File: src/rtl/uart_pkg.sv
// Shared UART definitions: receiver state encoding, bit-timing tick constants and default frame shape.
// Used by uart_rx and uart_tx so that both ends agree on DBIT/SB_TICK defaults.
package uart_pkg;

  typedef enum logic [2:0] {
    IDLE   = 3'd0,
    START  = 3'd1,
    DATA   = 3'd2,
    PARITY = 3'd3,
    STOP   = 3'd4
  } rx_state_e;

  localparam int MID_TICK    = 7;
  localparam int LAST_TICK   = 15;
  localparam int DBIT_DEF    = 8;
  localparam int SB_TICK_DEF = 16;

  // Bits needed to hold maxval, never less than one.
  function automatic int cnt_width(input int maxval);
    int w;
    w = $clog2(maxval + 1);
    return (w < 1) ? 1 : w;
  endfunction

endpackage

File: src/rtl/sync_2ff.sv
// Generic two-flop synchroniser for asynchronous inputs; RST_VAL sets the value both flops take in reset.
// Latency two clk; no flow control.
module sync_2ff #(
  parameter int             W       = 1,
  parameter logic [W-1:0]   RST_VAL = '0
) (
  input  logic         clk,
  input  logic         rst_n,
  input  logic [W-1:0] d_i,
  output logic [W-1:0] q_o
);

  logic [W-1:0] meta_q;
  logic [W-1:0] sync_q;

  always_ff @(posedge clk or negedge rst_n) begin
    if (!rst_n) begin
      meta_q <= RST_VAL;
      sync_q <= RST_VAL;
    end else begin
      meta_q <= d_i;
      sync_q <= meta_q;
    end
  end

  assign q_o = sync_q;

endmodule

File: src/rtl/uart_rx.sv
// UART receiver on a 16x s_tick: synchronised rx, start-bit validation, LSB-first data, stop check, one-clk done strobe.
// Optional parity bit between data and stop when UART_RX_PARITY_EN is defined (PARITY_ODD selects the sense).
module uart_rx
  import uart_pkg::*;
#(
`ifdef UART_RX_PARITY_EN
  parameter bit PARITY_ODD = 1'b0,
`endif
  parameter int DBIT    = DBIT_DEF,
  parameter int SB_TICK = SB_TICK_DEF
) (
  input  logic            clk,
  input  logic            reset,
  input  logic            s_tick,
  input  logic            rx,
  output logic [DBIT-1:0] dout,
  output logic            rx_done_tick,
  output logic            frame_err,
  output logic            parity_err,
  output logic            busy
);

  // s must hold both LAST_TICK and SB_TICK-1 (1.5 / 2 stop bits need more than 4 bits).
  localparam int SW = (cnt_width(SB_TICK - 1) > 4) ? cnt_width(SB_TICK - 1) : 4;
  localparam int NW = cnt_width(DBIT - 1);

  localparam logic [SW-1:0] S_MID  = SW'(MID_TICK);
  localparam logic [SW-1:0] S_LAST = SW'(LAST_TICK);
  localparam logic [SW-1:0] S_STOP = SW'(SB_TICK - 1);
  localparam logic [NW-1:0] N_LAST = NW'(DBIT - 1);

  logic rx_s;

  rx_state_e       state_q, state_d;
  logic [SW-1:0]   s_q, s_d;
  logic [NW-1:0]   n_q, n_d;
  logic [DBIT-1:0] b_q, b_d;
  logic [DBIT-1:0] dout_q, dout_d;
  logic            done_q, done_d;
  logic            ferr_q, ferr_d;

  sync_2ff #(
    .W       (1),
    .RST_VAL (1'b1)
  ) u_rx_sync (
    .clk   (clk),
    .rst_n (reset),
    .d_i   (rx),
    .q_o   (rx_s)
  );

`ifdef UART_RX_PARITY_EN
  // par_q holds the parity verdict until the stop bit publishes it with the strobe.
  logic par_q, par_d;
  logic perr_q, perr_d;

  always_ff @(posedge clk or negedge reset) begin
    if (!reset) begin
      par_q  <= 1'b0;
      perr_q <= 1'b0;
    end else begin
      par_q  <= par_d;
      perr_q <= perr_d;
    end
  end

  assign parity_err = perr_q;
`else
  assign parity_err = 1'b0;
`endif

  always_ff @(posedge clk or negedge reset) begin
    if (!reset) begin
      state_q <= IDLE;
      s_q     <= '0;
      n_q     <= '0;
      b_q     <= '0;
      dout_q  <= '0;
      done_q  <= 1'b0;
      ferr_q  <= 1'b0;
    end else begin
      state_q <= state_d;
      s_q     <= s_d;
      n_q     <= n_d;
      b_q     <= b_d;
      dout_q  <= dout_d;
      done_q  <= done_d;
      ferr_q  <= ferr_d;
    end
  end

  always_comb begin
    state_d = state_q;
    s_d     = s_q;
    n_d     = n_q;
    b_d     = b_q;
    dout_d  = dout_q;
    done_d  = 1'b0;
    ferr_d  = ferr_q;
`ifdef UART_RX_PARITY_EN
    par_d   = par_q;
    perr_d  = perr_q;
`endif

    case (state_q)
      // Falling edge is taken immediately, without waiting for a tick.
      IDLE: begin
        if (!rx_s) begin
          state_d = START;
          s_d     = '0;
        end
      end

      START: begin
        if (s_tick) begin
          if (s_q == S_MID) begin
            if (!rx_s) begin
              state_d = DATA;
              s_d     = '0;
              n_d     = '0;
            end else begin
              state_d = IDLE;
            end
          end else begin
            s_d = s_q + 1'b1;
          end
        end
      end

      DATA: begin
        if (s_tick) begin
          if (s_q == S_LAST) begin
            s_d = '0;
            b_d = {rx_s, b_q[DBIT-1:1]};
            if (n_q == N_LAST) begin
`ifdef UART_RX_PARITY_EN
              state_d = PARITY;
`else
              state_d = STOP;
`endif
            end else begin
              n_d = n_q + 1'b1;
            end
          end else begin
            s_d = s_q + 1'b1;
          end
        end
      end

`ifdef UART_RX_PARITY_EN
      PARITY: begin
        if (s_tick) begin
          if (s_q == S_LAST) begin
            s_d     = '0;
            par_d   = ((^b_q) ^ rx_s) != PARITY_ODD;
            state_d = STOP;
          end else begin
            s_d = s_q + 1'b1;
          end
        end
      end
`endif

      STOP: begin
        if (s_tick) begin
          if (s_q == S_STOP) begin
            state_d = IDLE;
            dout_d  = b_q;
            ferr_d  = ~rx_s;
            done_d  = 1'b1;
`ifdef UART_RX_PARITY_EN
            perr_d  = par_q;
`endif
          end else begin
            s_d = s_q + 1'b1;
          end
        end
      end

      default: state_d = IDLE;
    endcase
  end

  assign dout         = dout_q;
  assign rx_done_tick = done_q;
  assign frame_err    = ferr_q;
  assign busy         = (state_q != IDLE);

endmodule

File: config.mk
export PLATFORM = sky130hd
export DESIGN_NAME = uart_rx
export DESIGN_NICKNAME = d
export VERILOG_FILES = /design/src/rtl/uart_pkg.sv /design/src/rtl/sync_2ff.sv /design/src/rtl/uart_rx.sv
export SDC_FILE = /design/constraint.sdc
export NUM_CORES = 1
export LEC_CHECK = 0
export ABC_AREA = 0
export CAP_MARGIN = 10
export CORE_AREA = 2 2 57 59
export DETAILED_ROUTE_END_ITERATION = 10
export DIE_AREA = 0 0 59 61
export PLACE_DENSITY = 0.69
export SYNTH_ARGS = -nofsm -noshare
export SYNTH_HDL_FRONTEND = slang
export SYNTH_SLANG_ARGS = --single-unit
File: constraint.sdc
create_clock -name clk -period 6.3 [get_ports clk]
set_input_delay 0.945 -clock clk [delete_from_list [all_inputs] [get_ports clk]]
set_output_delay 0.945 -clock clk [all_outputs]
set_load 0.05 [all_outputs]
==> impl_metrics.ini, run 1 <==
[outcome]
run_status = finished clean

[clock_tree]
cts_hold_buf = 0
cts_resized = 0
root_buffer = clkbuf_4
clock_insertion_delay_worst_skew_ns = 0.32
path_clk_slew_ns = 0.08
cts_sinks = 30
clk_path_buf_depth = 2
cts_tree = done
cts_buffers = 5
postCtsSetupRepairBufs = 0
htree_levels = 2

[yosys]
synthAdderAreaFrac = 0.02648
synth-compound-area-share = 0.09709
ys.flop_type = dfrtp_1
ys_seq_area_frac = 0.5313
synth_nets = 125
synthMuxAreaShare = 0.1721
yosysWarnings = 0
async_reset_ff_frac = 1.000
syn_inst = 118
ys_types = 41
avgSynthCellArea_um2 = 12.01
synth_area_um2 = 1418
synth-simple-area-share = 0.1350
ys_ff_latch = 30
synth_edf_count = 0
synth_top_family_by_area = multiplexers
synth-xor-area-share = 0.006178

[drt]
vias_per_cell = 5.655
ant_nets = 0
drt-total-wl_um = 2386
routedWlPerCell_um = 14.20
vias = 950
remaining_drc_errors = 0
dr.pass1.iters = 4
drt-initial-drc-count = 37

[die]
ios = 16
chipWidth_um = 59
die_h_um = 61
fp-row-count = 20
core-area_um2 = 2953
dieArea_um2 = 3599
initial_utilization = 0.4801

[worst_setup_path]
r2r_start = state_q[0]$_DFFE_PN0P_
crit_type = reg -> out
rr_endpoint = s_q[2]$_DFFE_PN0P_
crit_fanout = 15
reg2regPathDepth = 4
critPathArrivalTime_ns = 1.94
r2r_slack_ns = 4.04
end_kind = primary output
required_ns = 5.35
critical_path.startpoint_type = flip-flop

[placed_design]
placed_area_um2 = 1580
place_hpwl_um = 1676
io_buffers = 14
dp_slack_ns = 3.507
gp_congestion = 0.7849

[hold_path]
hold_path_depth = 0
hold_path_startpoint = u_rx_sync.meta_q$_DFF_PN1_
min_to = u_rx_sync.q_o$_DFF_PN1_
hp-class = reg -> reg

[timing]
fin_ws_ns = 3.411
skew_ns = 0.005343
finalWorstPathRequiredPeriod_ns = 2.890
setup_violations = 0
fmax_mhz = 346.1
post-route-period-util = 0.4587
slew_viol_final = 0
tns_ns = 0
hold_slack_ns = 0.3549
rsz0062_at_grt = no
hold_viol_final = 0

[final_layout]
final_nets = 141
final_layout_size_suffix_gt1_frac = 0.09630
syn2layout_area_growth_pct = 15.62
fillers = 268
mostFrequentLayoutCell = dfrtp_1
num_antenna_cells = 0
final_core_util = 0.5551
final_cell_area_um2 = 1639
layout_common_cells = dfrtp_1, mux2_1, clkdlybuf4s50_1, nor2_1, clkbuf_4

[job]
drv.max_cap_violation_count = 0

[global_route]
grt_pass1_wl_um = 4084
antenna_found_initial = 0
grt_pass1_vias = 915
grt_max_degree = 31
grt-ovfl-total = 0
grt_usage = 0.1598

[power_and_ir_drop]
irDropWorstVdd_mv = 0.1638
pwr_density_cell_nw_per_um2 = 339.5
p_leak_nw = 0.8027
==> area by class of cell <==
cell class / instances / area (um^2) / area share
Tap cell: 33 / 41.29 / 0.02519
Clock buffer: 8 / 58.81 / 0.03588
Multi-Input combinational cell: 78 / 623.1 / 0.3802
Sequential cell: 30 / 753.2 / 0.4595
Inverter: 4 / 15.01 / 0.009160
Timing Repair Buffer: 15 / 147.6 / 0.09008
==> worst max path at each step <==
stage	start	to	slack [ns]	depth (start not counted)
floorplan	s_tick	state_q[1]$_DFFE_PN0P_	4.11	5
global placement	s_tick	dout[6]$_DFFE_PN0P_	3.56	4
detailed placement	s_tick	dout[6]$_DFFE_PN0P_	3.51	4
CTS	state_q[0]$_DFFE_PN0P_	busy	3.38	2
global route	state_q[0]$_DFFE_PN0P_	busy	3.32	2
finish	state_q[0]$_DFFE_PN0P_	busy	3.41	2
==> routing by layer <==
| metal | vias to the layer above | part of all wire | GRT usage |
|---|---|---|---|
| met5 | - | 0 | 0 |
| met4 | 0 | 0.020 | 0.09416 |
| met3 | 6 | 0.050 | 0.05970 |
| met2 | 22 | 0.50 | 0.2524 |
| met1 | 460 | 0.43 | 0.1873 |
| li1 | 462 | - | - |
==> logic make-up after synthesis <==
logic type	after synthesis
compound gates	17
fa+ha+maj	3
other cells	1
xor+xnor	1
flops	30
simple gates	34
mux	22
buf+inv	10
==> report_power, final <==
part           internal [mW]  total (mW)  switching, mW  leakage, nW
Sequential             0.217       0.253         0.0357        0.403
Combinational         0.0904       0.189         0.0985        0.367
Clock                 0.0550       0.114         0.0593       0.0326
Total                  0.363       0.556          0.194        0.803
==> metrics by stage <==
stage	power, mW	std cells
6_report	0.5564	168
4_1_cts	0.5654	168
3_5_place_dp	0.4467	160
3_3_place_gp	0.4406	160
5_1_grt	0.5957	168
2_1_floorplan	0.4021	118
==> flip-flops by register name (all words and copies together) (netlist names) <==
name and count:
u_rx_sync.meta_q 1, s_q 4, n_q 3, b_q 8
u_rx_sync.q_o 1, rx_done_tick 1, dout 8, frame_err 1
state_q 3
==> worst max-delay path, cell delays in order, from the launching register on <==
cell and delay [ns]:
dfrtp_1 0.52, or3_1 0.40, clkdlybuf4s50_1 0.70
==> cell usage after synthesis, drive strengths merged, types with 3 or more instances <==
library cell	n	area, um^2
inv	4	15.01
nor2	7	26.28
nand2	4	15.01
ha	3	37.54
mux2	19	214.0
nand3	3	15.01
mux2i	3	30.03
clkbuf	5	18.77
nand2b	3	18.77
dfrtp	28	700.7
and3	3	18.77
(Power assumes the default switching activity.)
==> run 2, diff against run 1 <==
==> constraint.sdc (replaced) <==
create_clock -name clk -period 2.7 [get_ports clk]
set_input_delay 0.405 -clock clk [delete_from_list [all_inputs] [get_ports clk]]
set_output_delay 0.405 -clock clk [all_outputs]
set_load 0.05 [all_outputs]
==> run 2 against run 1 <==
Combinational power is 130% higher; clock skew is 0.0057 ns higher; worst hold slack worse by 0.010 ns; sequential power is 130% higher; non-clock buffer count stayed put; critical path depth stayed put; largest cell class unchanged; utilization is 1.8 points higher; global-route usage is 0.069 points higher; first-iteration DRC count is 2.7% lower; final area is 3.2% higher; worst setup slack worse by 3.1 ns; sequential cell count stayed put.
==> impl_metrics.ini, run 2 (synthesis results as in run 1) <==
[worst_setup_path]
rr_endpoint = s_q[2]$_DFFE_PN0P_
reg2regPathDepth = 4
crit_type = reg -> out
slowest_delay_ns = 0.70
end_kind = primary output
critPathArrivalTime_ns = 1.96
crit_fanout = 15
critical_path.top_delay_family = buffers and inverters
crit_buf_inv = 1
critical_path.startpoint_type = flip-flop
crit_chain = or3_1 -> clkdlybuf4s50_1
r2r_slack_ns = 0.43
r2r_start = state_q[0]$_DFFE_PN0P_
required_ns = 2.30
crit_slowest_cell = clkdlybuf4s50_1

[outcome]
run_status = finished clean

[clock_tree]
htree_levels = 2
cts_hold_buf = 0
postCtsSetupRepairBufs = 0
cts_sinks = 30
cts_tree = done
cts_buffers = 5
root_buffer = clkbuf_4
clock_insertion_delay_worst_skew_ns = 0.33
clk_path_buf_depth = 2
cts_resized = 0
path_clk_slew_ns = 0.10

[die]
core-area_um2 = 2953
fp-row-count = 20
ios = 16
initial_utilization = 0.4801
chipWidth_um = 59
die_h_um = 61
dieArea_um2 = 3599

[placed_design]
place_hpwl_um = 1728
io_buffers = 14
placed_area_um2 = 1580
gp_congestion = 0.7856
dp_slack_ns = 0.4385

[global_route]
grt.busiest_layer = met2
grtUsageMet3 = 0.05757
grt_pass1_vias = 894
antenna_found_initial = 0
grt-ovfl-total = 0
use_met2 = 0.2381
grt_usage = 0.1605
grt_max_degree = 31
met1_usage = 0.2140
grt_pass1_wl_um = 4146

[final_layout]
multi_input_area_um2 = 623.1
final_cell_area_um2 = 1692
final_layout_size_suffix_gt1_frac = 0.1111
final_nets = 141
fillers = 270
mostFrequentLayoutCell = dfrtp_1
layout_common_cells = dfrtp_1, mux2_1, clkdlybuf4s50_1, nor2_1, clkbuf_4
num_antenna_cells = 0
syn2layout_area_growth_pct = 19.33
seqCellArea_um2 = 753.2

[drt]
drt-total-wl_um = 2449
remaining_drc_errors = 0
vias = 952
ant_nets = 0
dr.pass1.iters = 4
vias_per_cell = 5.667
drt-initial-drc-count = 36
routedWlPerCell_um = 14.58

[timing]
setup_violations = 0
post-route-period-util = 0.8771
finalWorstPathRequiredPeriod_ns = 2.368
fmax_mhz = 422.2
fin_ws_ns = 0.3317
worstMarginPinSlew_ns = 0.4973
skew_ns = 0.01107
tns_ns = 0
rsz0062_at_grt = no
slew_headroom = 0.6674
hold_viol_final = 0
slew_viol_final = 0

[power_and_ir_drop]
pwr_density_cell_nw_per_um2 = 889.2
irDropWorstVdd_mv = 0.4789
p_leak_nw = 0.8286

[job]
drv.max_cap_violation_count = 0

[hold_path]
min_to = u_rx_sync.q_o$_DFF_PN1_
hold_path_depth = 0
hold_path_startpoint = u_rx_sync.meta_q$_DFF_PN1_
hp-class = reg -> reg
==> run 2: layout make-up <==
| cell class | count | area share |
|---|---|---|
| clock buffer | 6 | 0.03033 |
| clock inverter | 2 | 0.03550 |
| inverter | 4 | 0.008876 |
| multi-input combinational | 78 | 0.3683 |
| sequential | 30 | 0.4453 |
| tap | 33 | 0.02441 |
| timing repair buffer | 15 | 0.08728 |
==> run 2: layer usage <==
metal | routed length (um) | up-vias
met1 | 1125 | 467
li1 | - | 461
met4 | 21 | 0
met3 | 116 | 2
met5 | 0 | -
met2 | 1185 | 22
==> run 2: power breakdown <==
part	internal, mW	switching, mW	total (mW)
registers	0.507	0.0872	0.594
clock network	0.314	0.157	0.471
logic	0.211	0.228	0.439
==> run 2: how the worst max path moves through the flow <==
stage / end / slack, ns / cells after the start / from
after global placement: s_q[2]$_DFFE_PN0P_ / 0.49 / 4 / state_q[0]$_DFFE_PN0P_
after CTS: busy / 0.31 / 2 / state_q[0]$_DFFE_PN0P_
after detailed placement: dout[0]$_DFFE_PN0P_ / 0.44 / 4 / s_tick
after floorplan: s_q[2]$_DFFE_PN0P_ / 0.71 / 5 / state_q[2]$_DFFE_PN0P_
final: busy / 0.33 / 2 / state_q[0]$_DFFE_PN0P_
after global routing: busy / 0.25 / 2 / state_q[0]$_DFFE_PN0P_
==> run 2: metrics by stage <==
stage	std cells	hold WS (ns)	power [mW]	utilization
after global placement	160	0.3455	1.028	0.5352
after detailed placement	160	0.3472	1.040	0.5352
after CTS	168	0.3449	1.516	0.5729
after global routing	168	0.3527	1.592	0.5729
after floorplan	118	0.1094	0.9383	-
final	168	0.3444	1.504	0.5729
==> run 3, diff against run 2 <==
--- a/config.mk
+++ b/config.mk
@@ -11,6 +11,7 @@
 export DETAILED_ROUTE_END_ITERATION = 10
 export DIE_AREA = 0 0 59 61
 export PLACE_DENSITY = 0.69
+export SLEW_MARGIN = 5
 export SYNTH_ARGS = -nofsm -noshare
 export SYNTH_HDL_FRONTEND = slang
 export SYNTH_SLANG_ARGS = --single-unit
==> results of run 3 <==
Final layout, timing and power as in run 2 (identical DEF).
